`src/rtl/shift_counter_if.sv`:
```
// Control and status bundle for shift_counter: the stimulus side drives the controls,
// and the counter returns out, tc and err.
interface shift_counter_if #(
  parameter int WIDTH = 4
);
  logic             en;
  logic             mode;
  logic             dir;
  logic             load;
  logic [WIDTH-1:0] load_val;
  logic [WIDTH-1:0] out;
  logic             tc;
  logic             err;

  // No valid/ready handshake: en, load and mode changes are single-cycle qualifiers.
  // Each one is acted on at the rising edge where it is sampled high or changed.
  modport master (
    output en, mode, dir, load, load_val,
    input  out, tc, err
  );

  modport slave (
    input  en, mode, dir, load, load_val,
    output out, tc, err
  );
endinterface

```
`src/rtl/shift_counter.sv`:
```
// Ring / Johnson shift counter with load, direction control, terminal-count pulse and a legality flag.
// Optional macro SHIFT_COUNTER_SELF_CORRECT_EN reseeds on an en step taken from an illegal state.
module shift_counter #(
  parameter int WIDTH = 4
) (
  input logic           clk,
  input logic           rst,
  shift_counter_if.slave bus
);
  localparam logic [WIDTH-1:0] RING_SEED = {{(WIDTH-1){1'b0}}, 1'b1};

  logic [WIDTH-1:0] r_out;
  logic             r_mode_q;
  logic             r_tc;

  logic [WIDTH-1:0] w_step;
  logic [WIDTH-1:0] w_seed_new;
  logic [WIDTH-1:0] w_seed_cur;
  logic             w_ring_one;
  logic             w_ring_multi;
  logic             w_jc_one;
  logic             w_jc_multi;
  logic             w_legal;
  logic             w_recover;

  assign w_seed_new = bus.mode ? '0 : RING_SEED;
  assign w_seed_cur = r_mode_q ? '0 : RING_SEED;

  always_comb begin
    w_step = r_out;
    case ({r_mode_q, bus.dir})
      2'b00: w_step = {r_out[WIDTH-2:0], r_out[WIDTH-1]};
      2'b01: w_step = {r_out[0], r_out[WIDTH-1:1]};
      2'b10: w_step = {r_out[WIDTH-2:0], ~r_out[WIDTH-1]};
      2'b11: w_step = {~r_out[0], r_out[WIDTH-1:1]};
      default: w_step = r_out;
    endcase
  end

  // Ring legality: exactly one bit set.
  // Johnson legality: at most one adjacent-bit boundary.
  always_comb begin
    w_ring_one   = 1'b0;
    w_ring_multi = 1'b0;
    w_jc_one     = 1'b0;
    w_jc_multi   = 1'b0;
    for (int i = 0; i < WIDTH; i++) begin
      if (r_out[i]) begin
        w_ring_multi = w_ring_multi | w_ring_one;
        w_ring_one   = 1'b1;
      end
    end
    for (int i = 0; i < WIDTH - 1; i++) begin
      if (r_out[i] != r_out[i+1]) begin
        w_jc_multi = w_jc_multi | w_jc_one;
        w_jc_one   = 1'b1;
      end
    end
    w_legal = r_mode_q ? ~w_jc_multi : (w_ring_one & ~w_ring_multi);
  end

`ifdef SHIFT_COUNTER_SELF_CORRECT_EN
  assign w_recover = ~w_legal;
`else
  assign w_recover = 1'b0;
`endif

  always_ff @(posedge clk) begin
    if (rst) begin
      r_out    <= w_seed_new;
      r_mode_q <= bus.mode;
      r_tc     <= 1'b0;
    end else if (bus.load) begin
      r_out    <= bus.load_val;
      r_mode_q <= bus.mode;
      r_tc     <= 1'b0;
    end else if (bus.mode != r_mode_q) begin
      r_out    <= w_seed_new;
      r_mode_q <= bus.mode;
      r_tc     <= 1'b0;
    end else if (bus.en) begin
      if (w_recover) begin
        r_out <= w_seed_cur;
        r_tc  <= 1'b0;
      end else begin
        r_out <= w_step;
        r_tc  <= (w_step == w_seed_cur);
      end
    end else begin
      r_tc <= 1'b0;
    end
  end

  assign bus.out = r_out;
  assign bus.tc  = r_tc;
  assign bus.err = ~w_legal;
endmodule

```
`src/flat_wrapper.sv`:
```
// flat-port wrapper written by rule: the top's interface ports become plain ports
module shift_counter_flat 
#(
  parameter int WIDTH = 4
)
  (clk, rst, bus_en, bus_mode, bus_dir, bus_load, bus_load_val, bus_out, bus_tc, bus_err);
  shift_counter_if #(.WIDTH(WIDTH)) bus_i ();
  input logic clk;
  input logic rst;
  input wire logic [$bits(bus_i.en)-1:0] bus_en;
  input wire logic [$bits(bus_i.mode)-1:0] bus_mode;
  input wire logic [$bits(bus_i.dir)-1:0] bus_dir;
  input wire logic [$bits(bus_i.load)-1:0] bus_load;
  input wire logic [$bits(bus_i.load_val)-1:0] bus_load_val;
  output wire logic [$bits(bus_i.out)-1:0] bus_out;
  output wire logic [$bits(bus_i.tc)-1:0] bus_tc;
  output wire logic [$bits(bus_i.err)-1:0] bus_err;
  assign bus_i.en = bus_en;
  assign bus_i.mode = bus_mode;
  assign bus_i.dir = bus_dir;
  assign bus_i.load = bus_load;
  assign bus_i.load_val = bus_load_val;
  assign bus_out = bus_i.out;
  assign bus_tc = bus_i.tc;
  assign bus_err = bus_i.err;
  shift_counter #(.WIDTH(WIDTH)) u_core (.clk(clk), .rst(rst), .bus(bus_i));
endmodule
```
`config.mk`:
```
export PLATFORM = sky130hd
export DESIGN_NAME = shift_counter_flat
export DESIGN_NICKNAME = d
export VERILOG_FILES = /design/src/rtl/shift_counter_if.sv /design/src/rtl/shift_counter.sv /design/src/flat_wrapper.sv
export SDC_FILE = /design/constraint.sdc
export NUM_CORES = 1
export LEC_CHECK = 0
export CELL_PAD_IN_SITES_DETAIL_PLACEMENT = 1
export CELL_PAD_IN_SITES_GLOBAL_PLACEMENT = 2
export CORE_MARGIN = 1.5
export CORE_UTILIZATION = 33
export DETAILED_ROUTE_END_ITERATION = 8
export DONT_BUFFER_PORTS = 1
export GPL_ROUTABILITY_DRIVEN = 1
export PLACE_DENSITY = 0.71
export SLEW_MARGIN = 10
export SYNTH_ARGS = -nofsm -noshare
export SYNTH_HDL_FRONTEND = slang
export SYNTH_SLANG_ARGS = --single-unit
```
`constraint.sdc`:
```
create_clock -name clk -period 1.7 [get_ports clk]
set_input_delay 0.34 -clock clk [delete_from_list [all_inputs] [get_ports clk]]
set_output_delay 0.34 -clock clk [all_outputs]
set_load 0.02 [all_outputs]
```
Word level (Yosys, flattened, before mapping)
Cells that the tools add are included.
Word-level totals
  input port bits: 10
  output and inout port bits: 6
  register bits: 6
  word-level logic and storage cells: 47
Operators by class
  eq/ne operators: 8
  reductions and logical operators: 4
  multiplexer cells: 22
  bitwise logic cells: 10
Operators by type and width (number)
  $mux 1: 17
  $mux 4: 4
  $pmux 4 s4: 1
  $not 1->1: 6
  $eq 2x2->1 const B: 2
  $eq 4x4->1: 1
  $ne 1x1->1: 4
  $reduce_bool 4->1: 1
  $reduce_or 4->1: 1
  $or 1x1->1: 3
  $reduce_bool 3->1: 1
  $eq 2x1->1 const B: 1
  $logic_not 2->1: 1
  $and 1x1->1: 1

Depth between registers and ports, before layout
Gate-level depths: netlist (run 1).
  word-level depth: 10
  mapped depth: 6
  gate-level depth less buffers: 6

Worst setup path before layout (run 1)
Ideal clock, no wire load.
  path kind: register to output
  start: register u_core.r_out[1], in the netlist u_core.bus.out[1]
  end: output port bus_err
  data required time: 1.360 ns
  buffers on the path: 0
  path slack: -0.254 ns
  data arrival time: 1.614 ns
  cell stages (with the launch flop): 7
  cell sequence: edfxtp_1 inv_1 ha_1 inv_1 a211oi_1 a21oi_1 a21oi_1
On the way
  word-level cells in the longest chain between the ends: 9
  elaborated cells on any way between the ends: 20
  classes of those cells: 2 x eq/ne; 11 x mux; 7 x bitwise
Ends and longest elaborated chain
  start, declared: RTL line shift_counter.sv:12  | logic [WIDTH-1:0] r_out;
  start signal, assigned: RTL line shift_counter.sv:70  | r_out <= w_seed_new;
  start signal, assigned: RTL line shift_counter.sv:74  | r_out <= bus.load_val;
  start signal, assigned: RTL line shift_counter.sv:78  | r_out <= w_seed_new;
  $mux 1: RTL line shift_counter.sv:48  | if (r_out[i]) begin
  $or 1x1->1: RTL line shift_counter.sv:49  | w_ring_multi = w_ring_multi | w_ring_one;
  $mux 1: RTL line shift_counter.sv:48
  $or 1x1->1: RTL line shift_counter.sv:49
  $mux 1: RTL line shift_counter.sv:48
  $not 1->1: RTL line shift_counter.sv:59  | w_legal = r_mode_q ? ~w_jc_multi : (w_ring_one & ~w_ring_multi);
  $and 1x1->1: RTL line shift_counter.sv:59
  $mux 1 *: RTL line shift_counter.sv:59
  $not 1->1 *: RTL line shift_counter.sv:96  | assign bus.err = ~w_legal;
  end, declared: RTL line flat_wrapper.sv:17  | output wire logic [$bits(bus_i.err)-1:0] bus_err;
Mark *: on every way between the ends. The rest lies on a longest branch, timed or not.

Worst setup path in the final report (run 1)
Same ends and word-level chain as after synthesis.

==> flow_summary.toml, run 1 <==
[power_and_ir_drop]
peakVddDrop_uv = 367
p_leak_uw = 0.000250
power_uw = 535
power_density_nw_per_um2 = 856

[setup_path]
r2r_end = "u_core.bus.out[0]"
critPathRequiredTime_ns = 1.36
path_max_fanout = 3
crit_slowest_cell = "edfxtp_1"
critPathMaxStageDelay_ns = 0.39
setup.worst_path.start = "u_core.bus.out[1]"
end_kind = "output pin"
crit_path_start_kind = "register"
reg2regPathDepth = 5
cp-endpoint = "bus_err"
path_class = "reg -> out"
cp.depth = 7
timing.rr.start = "u_core.bus.out[3]"
crit_arrival_ns = 1.62
r2r_slack_ns = 0.15
critPathTopFamily = "flip-flops"
worst-path-buf-inv = 2
crit_chain = "inv_2, ha_4, xor2_1, o32a_2, nor2_2, a21oi_2, buf_4"

[global_routing]
grt_max_degree = 11
grt_antenna_before_repair = 0
track_usage_pct = 18.7
grt.overflow.total = 0
grt_pass1_vias = 533
grt_pass1_wl_mm = 2.47

[clock_tree]
clkSinkCount = 6
clock_latency_ns = 0.25
root_buffer = "clkbuf_4"
cts_tree = "yes"
cts-resized-gates = 0
cts.hold.buffers_added = 0
cts.htree.levels = 1
clkSlewWorstSetupHoldPaths_ns = 0.06
clockBufferDepth = 2
cts-buffers-inserted = 3

[sta]
hold_viol = 0
report.final.slew_viol_count = 0
clock_skew_ns = 0.00995
relSlewSlack_pct = 69.3
fin_crit_sh_pct = 115
rsz0062_at_grt = "true"
worst_slack_ns = -0.258
fmax_ghz = 0.511
setup_viol = 1
worst_hold_slack_ns = 0.178
min_period_ns = 1.96
worst_slew_pin_slew_ns = 0.459

[layout]
drive_gt1_share_pct = 35.7
final_nets = 83
insertedDiodeCount = 0
area_delta_synth_final_pct = 24.1

[place]
io_buffers = 0
place.gp.congestion = 0.728
dpl.hpwl_mm = 1.10
dpl_worst_slack_ns = -0.0387

[run_status]
violations = "setup timing"
status = "complete, but fails checks"

[logic_synthesis]
syn_area_per_cell_um2 = 8.67
synth-seq-area-share_pct = 33.8
synth.distinct_cells = 27
ys_ff_latch = 6
synthCells = 58
syn_nets = 70
yosys_warnings = 0
syn_area_um2 = 503

[floorplan]
die_w_um = 42.0
die-area_um2 = 1770
ios = 16
initial_utilization_pct = 36.8
coreArea_um2 = 1370
rows = 13
die_h_um = 42.0

[worst_hold_path]
min_path_type = "in -> reg"

[routing]
ant_nets = 0
routed_wl_mm = 1.40
drtPass1Iterations = 3
drt_iter0_drc = 3
wl_per_cell_um = 16.5
routed_via_density = 5.49
via_count = 467
drc = 0

[flow_run]
cap_violations = 0
## metrics by stage
step	area [um^2]	TNS (ns)	utilization (%)	instances
after floorplan	527	-0.0963	-	58
after global placement	583	0	42.7	79
after detailed placement	583	-0.0387	42.7	79
after CTS	624	-0.272	45.7	85
after global routing	624	-0.354	45.7	85
final	624	-0.258	45.7	85
## cell usage in the layout, fill, tap and decap left out, drive strengths merged, types with 2 or more instances in the layout
cell    count
buf        11
nand2       6
a21oi       6
o21ai       5
edfxtp      5
nor2        5
nand2b      4
inv         4
clkbuf      4
nor3        3
mux2i       2
ha          2
## routing by layer
layer  GRT usage, %  up-vias  part of all wire (%)
li1               -      229                     -
met1           20.6      219                    43
met2           32.5       17                    51
met3           5.60        2                   4.0
met4           9.38        0                   1.5
met5              0        -                     0
## where the power goes
part | internal [uW] | switching [uW]
Sequential | 174 | 14.9
Clock | 89.6 | 62.0
Combinational | 91.6 | 103
Total | 355 | 180
## cells in the mapped netlist
library cell  count  area, um^2
nand2_1           6        22.5
dfxtp_1           1        20.0
nor4_2            1        12.5
nor3_2            1        10.0
a2111oi_1         1        10.0
mux2i_1           2        20.0
buf_4             1        7.51
ha_1              2        25.0
buf_6             2        22.5
nor2b_1           1        6.26
xor2_1            1        8.76
and2b_1           1        7.51
nand4_1           1        6.26
o32a_2            1        11.3
a211oi_1          1        7.51
edfxtp_1          5         150
a21oi_1           5        25.0
a21oi_2           1        8.76
nand3_1           1        5.00
o22ai_1           1        6.26
nor2_1            5        18.8
nand2b_1          4        25.0
o21ai_0           5        25.0
o211ai_1          1        7.51
nor3_1            2        10.0
xnor2_1           1        8.76
inv_1             4        15.0
## timing repair
action / 4_1_cts / 5_1_grt
buffers inserted: 2 / 0
endpoints found under the setup margin: 1 / 1
gates cloned: 0 / 0
## how the worst min path moves through the flow
stage                   from               to  cells past startpoint
CTS                 bus_mode  u_core.r_mode_q                      0
global placement    bus_mode  u_core.r_mode_q                      0
finish              bus_mode  u_core.r_mode_q                      0
floorplan           bus_mode  u_core.r_mode_q                      0
global route        bus_mode  u_core.r_mode_q                      0
detailed placement  bus_mode  u_core.r_mode_q                      0
## state kept, by name, indices dropped and copies added (netlist names)
register / count
u_core.bus.out: 4
u_core.bus.tc: 1
u_core.r_mode_q: 1
## area by class of cell
| type | instances | area (um^2) |
|---|---|---|
| Timing Repair Buffer | 11 | 82.6 |
| Multi-Input combinational cell | 45 | 312 |
| Clock buffer | 4 | 26.3 |
| Tap cell | 15 | 18.8 |
| Sequential cell | 6 | 170 |
| Inverter | 4 | 15.0 |
| Fill cell | 176 | 742 |
## logic make-up (layout without fill, tap and decap cells)
family                     after synthesis  after routing  share of synthesized area [%]
AOI/OAI and AO/OA                       16             16                           20.1
xor gates and xnor gates                 2              2                           3.48
adders and majority gates                2              2                           4.97
buffers and inverters                    7             19                           8.95
DFF                                      6              6                           33.8
muxes                                    2              2                           3.98
and+or+nand+nor                         23             23                           24.6
(Power assumes the default switching activity.)
==> run 2, diff against run 1 <==
--- a/config.mk
+++ b/config.mk
@@ -8,11 +8,11 @@
 export CELL_PAD_IN_SITES_DETAIL_PLACEMENT = 1
 export CELL_PAD_IN_SITES_GLOBAL_PLACEMENT = 2
 export CORE_MARGIN = 1.5
-export CORE_UTILIZATION = 33
+export CORE_UTILIZATION = 31
 export DETAILED_ROUTE_END_ITERATION = 8
 export DONT_BUFFER_PORTS = 1
 export GPL_ROUTABILITY_DRIVEN = 1
-export PLACE_DENSITY = 0.71
+export PLACE_DENSITY = 0.67
 export SLEW_MARGIN = 10
 export SYNTH_ARGS = -nofsm -noshare
 export SYNTH_HDL_FRONTEND = slang
==> constraint.sdc (replaced) <==
create_clock -name clk -period 2.12 [get_ports clk]
set_input_delay 0.424 -clock clk [delete_from_list [all_inputs] [get_ports clk]]
set_output_delay 0.424 -clock clk [all_outputs]
set_load 0.02 [all_outputs]
==> run 2 against run 1 <==
- the run now ends clean
- largest power group is now registers
- clock power is 22% lower
- flip-flop and latch count unchanged
- highest routed layer unchanged
- final area grew 2.4%
- utilization shrank 3.3 points
==> flow_summary.toml, run 2 (synthesis results as in run 1) <==
[setup_path]
critPathRequiredTime_ns = 1.70
crit_arrival_ns = 1.64
critPathTopFamily = "flip-flops"
path_max_fanout = 3
reg2regPathDepth = 4
path_class = "reg -> out"
cp.depth = 6
worst-path-buf-inv = 2
end_kind = "output pin"
crit_slowest_cell = "edfxtp_1"
critPathMaxStageDelay_ns = 0.43
crit_chain = "buf_6, ha_4, o32a_4, nor2_4, a21oi_2, buf_4"
crit_path_start_kind = "register"

[worst_hold_path]
hold_depth = 0
min_path_type = "in -> reg"

[layout]
largest_reg_flops = 4
insertedDiodeCount = 0
layout_commonest_cell = "nand2_1"
drive_gt1_share_pct = 33.3
final_nets = 79
design_area_um2 = 639
area_delta_synth_final_pct = 27.1
layout_common_cells = "nand2_1 (6), o21ai_0 (5), buf_4 (5), edfxtp_1 (5)"

[power_and_ir_drop]
p_leak_uw = 0.000240
power_uw = 430
peakVddDrop_uv = 315
power_density_nw_per_um2 = 672

[routing]
via_count = 459
drt_iter0_drc = 8
drtPass1Iterations = 4
wl_per_cell_um = 15.5
ant_nets = 0
routed_via_density = 5.60
routed_wl_mm = 1.27
drc = 0

[global_routing]
grt_pass1_wl_mm = 2.28
grt_max_degree = 11
grt_antenna_before_repair = 0
track_usage_pct = 16.6
grt.overflow.total = 0
grt_use_met2_pct = 25.1
grt_use_met3_pct = 2.98
use_met1_pct = 21.9
top_usage_layer = "met2"
grt_pass1_vias = 493

[flow_run]
cap_violations = 0

[clock_tree]
clock_latency_ns = 0.25
root_buffer = "clkbuf_4"
cts.htree.levels = 1
clockBufferDepth = 2
cts-buffers-inserted = 3
cts_tree = "yes"
cts.hold.buffers_added = 0
clkSlewWorstSetupHoldPaths_ns = 0.06
clkSinkCount = 6
post-cts-setup-buffer-count = 0

[sta]
fin_crit_sh_pct = 97.2
relSlewSlack_pct = 71.4
min_period_ns = 2.06
clock_skew_ns = 0.0114
setup_viol = 0
fmax_ghz = 0.485
rsz0062_at_grt = "true"
finalSetupTns_ns = 0
report.final.slew_viol_count = 0
hold_viol = 0
worst_slew_pin_slew_ns = 0.429

[place]
place_area_um2 = 546
dpl.hpwl_um = 989
place.gp.congestion = 0.716
io_buffers = 0

[floorplan]
ios = 16
die_h_um = 43.3
initial_utilization_pct = 33.4
die-area_um2 = 1870
die_w_um = 43.3
coreArea_um2 = 1510
rows = 14

[run_status]
status = "complete, no violations"
run 2: changes by cell type in the layout (fill, tap and decap cells not counted), sizes merged:
cell / previous run / this run
buf: 11 / 7
run 2: metrics by stage:
step                setup WS, ns  cells  util (%)  hold slack, ns
floorplan                 0.0820     58         -           0.523
global placement           0.301     78      36.2           0.523
detailed placement         0.263     78      36.2           0.523
CTS                       0.0185     82      38.8           0.259
global route             -0.0207     82      42.4           0.250
finish                    0.0586     82      42.4           0.265
run 2: layout make-up:
cell class	instances	area, um^2
well taps	16	20.0
multi-input cells	45	348
clock buffers	4	26.3
fillers	178	867
repair buffers	7	60.1
inverters	4	15.0
flip-flops and latches	6	170
run 2: routing by layer:
| layer | vias up | part of all wire [%] |
|---|---|---|
| met4 | 0 | 2.7 |
| met3 | 5 | 4.3 |
| li1 | 222 | - |
| met5 | - | 0 |
| met2 | 17 | 49 |
| met1 | 215 | 43 |
run 2: worst paths after layout:
kind / from / end / slack [ns]
worst min-delay path: bus_mode / u_core.r_mode_q / 0.26
worst min register to register: u_core.bus.out[3] / u_core.bus.tc / 0.86
worst max register to register: u_core.r_mode_q / u_core.bus.out[0] / 0.64
worst max-delay path: u_core.bus.out[1] / bus_err / 0.06
run 2: power by group:
group          switching, uW  leakage (uW)  internal (uW)  total (uW)
logic                   78.3      0.000162           74.9         153
clock network           46.8     0.0000150           71.6         118
registers               18.7     0.0000637            140         158
total                    144      0.000240            286         430
run 2: what timing repair did:
| action | CTS | global route |
|---|---|---|
| pin swaps | 0 | 3 |
| resized for setup | 4 | 10 |
| setup endpoints to repair | 1 | 1 |
